===== src/rtl/seq_pattern_detector.sv =====
// Serial pattern detector with a loadable pattern, overlap control and a saturating match counter.
// Define SEQDET_MASK_EN to add a per-bit don't-care mask (port pat_mask_in).
module seq_pattern_detector #(
  parameter int               PAT_W     = 4,
  parameter int               CNT_W     = 8,
  parameter logic [PAT_W-1:0] PAT_RESET = PAT_W'(4'b1011)
) (
  input  logic             clk,
  input  logic             reset,
  input  logic             w,
  input  logic             w_valid,
  input  logic             pat_load,
  input  logic [PAT_W-1:0] pat_in,
`ifdef SEQDET_MASK_EN
  input  logic [PAT_W-1:0] pat_mask_in,
`endif
  input  logic             overlap_en,
  input  logic             cnt_clr,
  output logic             z,
  output logic [CNT_W-1:0] match_count
);

  localparam int               FILL_W    = $clog2(PAT_W + 1);
  localparam logic [FILL_W-1:0] FILL_FULL = FILL_W'(PAT_W);
  localparam logic [CNT_W-1:0]  CNT_MAX   = '1;

  logic [PAT_W-1:0]  history;
  logic [PAT_W-1:0]  pattern;
  logic [PAT_W-1:0]  cmp_mask;
  logic [FILL_W-1:0] fill;
  logic [PAT_W-1:0]  hist_shift;
  logic [FILL_W-1:0] fill_inc;
  logic              match;

`ifdef SEQDET_MASK_EN
  logic [PAT_W-1:0] mask_reg;

  always_ff @(posedge clk) begin
    if (reset)
      mask_reg <= '1;
    else if (pat_load)
      mask_reg <= pat_mask_in;
  end

  assign cmp_mask = mask_reg;
`else
  assign cmp_mask = '1;
`endif

  // Match is judged on the post-shift view, so z can be registered straight from it.
  always_comb begin
    hist_shift = {history[PAT_W-2:0], w};
    fill_inc   = (fill == FILL_FULL) ? fill : fill + 1'b1;
    match      = w_valid && !pat_load && (fill_inc == FILL_FULL) &&
                 (((hist_shift ^ pattern) & cmp_mask) == '0);
  end

  always_ff @(posedge clk) begin
    if (reset) begin
      history     <= '0;
      fill        <= '0;
      pattern     <= PAT_RESET;
      z           <= 1'b0;
      match_count <= '0;
    end else begin
      z <= match;
      if (pat_load) begin
        pattern <= pat_in;
        history <= '0;
        fill    <= '0;
      end else if (w_valid) begin
        history <= hist_shift;
        fill    <= (match && !overlap_en) ? '0 : fill_inc;
      end
      // Clear beats a coincident match; the counter never wraps.
      if (cnt_clr)
        match_count <= '0;
      else if (match && (match_count != CNT_MAX))
        match_count <= match_count + 1'b1;
    end
  end

endmodule


===== config.mk =====
export PLATFORM = sky130hd
export DESIGN_NAME = seq_pattern_detector
export DESIGN_NICKNAME = d
export VERILOG_FILES = /design/src/rtl/seq_pattern_detector.sv
export SDC_FILE = /design/constraint.sdc
export NUM_CORES = 1
export LEC_CHECK = 0
export CAP_MARGIN = 10
export CORE_ASPECT_RATIO = 1.25
export CORE_UTILIZATION = 33
export CTS_CLUSTER_SIZE = 28
export DETAILED_ROUTE_END_ITERATION = 10
export PLACE_DENSITY = 0.62
export SYNTH_ARGS = -nofsm -noshare
export SYNTH_HDL_FRONTEND = slang
export SYNTH_SLANG_ARGS = --single-unit

===== constraint.sdc =====
create_clock -name clk -period 3.5 [get_ports clk]
set_clock_uncertainty 0.1 [all_clocks]
set_input_delay 0.525 -clock clk [delete_from_list [all_inputs] [get_ports clk]]
set_output_delay 0.525 -clock clk [all_outputs]
set_load 0.01 [all_outputs]

======== Word level (Yosys, flattened, before mapping) ========
Cells that the tools add are included.
word-level totals
  bits in registers ....................... 19
  input port bits ......................... 11
  logic and storage cells ................. 23
cells by class
  add/sub/neg operators ................... 2
  equal/unequal tests ..................... 3
  mux-type cells .......................... 2
  bitwise gates (word level) .............. 1
  reductions and logical operators ........ 10
operators with widths
  kind                 count
  $add 8x1->8 const B  1
  $ne 8x8->1 const B   1
  $eq 3x3->1 const B   2
  $mux 3               2
  $logic_and 1x1->1    5
  $logic_not 4->1      1
  $reduce_or 2->1      2
  $xor 4x4->4          1
  $add 3x1->3 const B  1
  $logic_not 1->1      2

======== Longest topological paths before layout ========
  depth after elaboration ................. 7
  gate-level depth with buffers ........... 8
  gate-level depth less buffers ........... 7

======== Least setup slack after synthesis ========
OpenSTA, ideal clock, no wires.
  kind .................................... input to register
  start ................................... in pat_load
  end ..................................... reg match_count[4]
  data arrival time ....................... 2159 ps
  data required time ...................... 3330 ps
  setup slack ............................. 1171 ps
  cell stages on the path ................. 6
  buffers on the path ..................... 2
  cells stage by stage .................... buf_2 or3_4 or3_4 buf_6 or4_1 a21oi_1
on the way
  cells in the longest elaborated chain, start to end .. 5
RTL lines
  element                          RTL line  source
  from (decl)                      12        input logic pat_load,
  $logic_not 1->1                  54        match = w_valid && !pat_load && (fill_inc == FILL_FULL) &&
  $logic_and 1x1->1 (3 in series)  54
  $logic_and 1x1->1                78        else if (match && (match_count != CNT_MAX))
  to (signal assigned)             79        match_count <= match_count + 1'b1;
  to (decl)                        20        output logic [CNT_W-1:0] match_count
No other way between the ends.
A chain may end at the register's enable or synchronous reset.

======== Worst setup path after layout ========
  start ................................... in w_valid
  end ..................................... reg match_count[6]
on the way
  cells in the longest elaborated chain, start to end .. 4
RTL lines
  element                          RTL line  source
  from (decl)                      11        input logic w_valid,
  $logic_and 1x1->1 (3 in series)  54
  $logic_and 1x1->1                78
No other way between the ends.

==> flow_metrics.tcl <==
set metrics [dict create \
    arrival_ps 2730 \
    slew_headroom_pct 63.4 \
    hpwl_um 1420 \
    maxCapViolCount 0 \
    antenna_found_initial 0 \
    port_buffers 19 \
    htreeDepth 1 \
    gp_congestion 0.753 \
    initial_utilization_pct 35.8 \
    start_kind "input pin" \
    fp-row-count 21 \
    busiest_layer "met2" \
    synth_edf_count 0 \
    die_w_um 51.0 \
    yosys.cell_types.count 33 \
    diodes 0 \
    clock_sinks 19 \
    synthFlopType "dfxtp_1" \
    ys_ff_latch 19 \
    ctsHoldBuffers 0 \
    tns_ps 0 \
    clockBufferDepth 2 \
    overflow 0 \
    ios 20 \
    fin_crit_ps 2600 \
    grtUsageTotal_pct 13.0 \
    die_y_um 63.2 \
    postCtsSetupBuffers 0 \
    ir_drop_v 0.000234 \
    tightestPinTransition_ps 543 \
    p_leak_nw 0.445 \
    drive_gt1_share_pct 7.03 \
    async_reset_ff_share_pct 0 \
    outcome "complete, no violations" \
    cts_buffers 3 \
    setup_viol 0 \
    finalCritPeriodShare_pct 74.2 \
    wl_um 1850 \
    vias 837 \
    grtUsageMet1_pct 16.8 \
    final_max_slew_viol_count 0 \
    cts_tree "built" \
    fin_total_pwr_w 0.000372 \
    clkLatencyLatePin_ps 290 \
    dr.first_iter.drc_count 10 \
    hold_violations 0 \
    placed_area_um2 1170 \
    gr-usage-met2_pct 19.7 \
    cp_max_fo 12 \
    rsz0062_at_grt "false" \
    end_kind "register" \
    first_pass_iters 4 \
    ant_nets 0 \
    yosys_warnings 0 \
    regToRegSetupSlack_ps 1240 \
    ys_seq_area_share_pct 38.5 \
    root_buffer "clkbuf_4" \
    cts_resized 0 \
    grt_pass1_vias 763 \
    p_per_area_nw_per_um2 310 \
    hold_path_class "reg -> reg" \
    syn2layout_area_growth_pct 21.5 \
    synth_area_per_cell_um2 8.75 \
    syn_inst 113 \
    fmax_mhz 385 \
    design.core.area_um2 2760 \
    syn-cell-area_um2 988 \
    wl_per_cell_um 11.4 \
    dieArea_um2 3220 \
    met3_usage_pct 2.42 \
    synth_nets 127 \
    finish.net_count 143 \
    grt_max_degree 13 \
    drc 0 \
    grt_first_pass_wirelength_um 3250 \
    viasPerCell 5.17 \
    post-route-cell-area_um2 1200 \
    critical_path_class "in -> reg" \
    path_clk_slew_ps 100 \
    critPathRequiredTime_ps 3630 \
]
-- synth_stat cells, types with 2 or more instances --
master | number | share of area (%)
nand2_1 | 6 | 2.3
mux2i_1 | 6 | 6.1
or3_1 | 3 | 1.9
a21oi_1 | 7 | 3.5
and3_1 | 3 | 1.9
xnor2_1 | 4 | 3.5
nor2_1 | 11 | 4.2
or4_1 | 4 | 3.0
ha_1 | 3 | 3.8
o41ai_1 | 2 | 1.8
o21ai_0 | 3 | 1.5
dfxtp_1 | 19 | 38
or3_4 | 2 | 2.3
inv_1 | 2 | 0.76
clkbuf_1 | 3 | 1.1
o31ai_1 | 3 | 2.3
or2_2 | 3 | 1.9
nand3_1 | 7 | 3.5
a211o_1 | 3 | 2.7
buf_1 | 2 | 0.76
buf_6 | 2 | 2.3
nor2b_1 | 4 | 2.5
-- state kept, by name, indices dropped and copies added, names as in the netlist --
name         count
history          3
z                1
match_count      8
fill             3
pattern          4
-- area by class of cell --
cell class                      instances  area [um^2]
Sequential cell                        19          380
Tap cell                               34         42.5
Clock buffer                            4         26.3
Inverter                                3         13.8
Multi-Input combinational cell         83          548
Timing Repair Buffer                   19          190
Fill cell                             286         1560
-- cells by family after synthesis --
| family | share of synthesized area, % |
|---|---|
| compound gates | 15.1 |
| xor+xnor | 4.43 |
| fa+ha+maj | 3.80 |
| buf+inv | 6.08 |
| flops | 38.5 |
| mux | 6.08 |
| simple gates | 26.1 |
-- final timing paths --
check,start,end,cells after the start
worst min-delay path,match_count[6],match_count[6],2
worst max register to register,fill[0],match_count[6],7
worst max-delay path,w_valid,match_count[6],6
worst min register to register,match_count[6],match_count[6],2
-- stage by stage --
step,std cells,hold WS [ps],utilization (%),setup slack [ps]
after floorplan,113,366,-,1170
after global placement,158,379,42.6,613
after detailed placement,158,386,42.6,599
after CTS,162,401,43.5,909
after global routing,162,431,43.5,856
final,162,396,43.5,902
-- worst max-delay path, cell delays in order --
cell and delay [ps]:
clkdlybuf4s50_1 650, inv_4 60, or3_4 390, or3_4 460
or4_1 520, a21oi_1 140
-- where the power goes --
group / internal [W] / switching, W
Combinational: 0.0000222 / 0.0000170
Clock: 0.0000443 / 0.0000649
Sequential: 0.000221 / 0.00000321
-- placed cells by master, fill, tap and decap left out, types with 4 or more instances in the layout --
master,Yosys,routed
mux2i_1,6,6
a21oi_1,7,7
clkdlybuf4s50_1,0,19
nor2_1,11,11
nand2_1,6,6
nor2b_1,4,4
nand3_1,7,7
xnor2_1,4,4
or4_1,4,4
dfxtp_1,19,19
-- routing by layer --
| metal | up-vias | wire, um |
|---|---|---|
| met2 | 16 | 880 |
| met1 | 382 | 873 |
| met5 | - | 0 |
| met3 | 4 | 59 |
| li1 | 435 | - |
| met4 | 0 | 34 |
No activity file was read; power rests on OpenSTA's default activity.
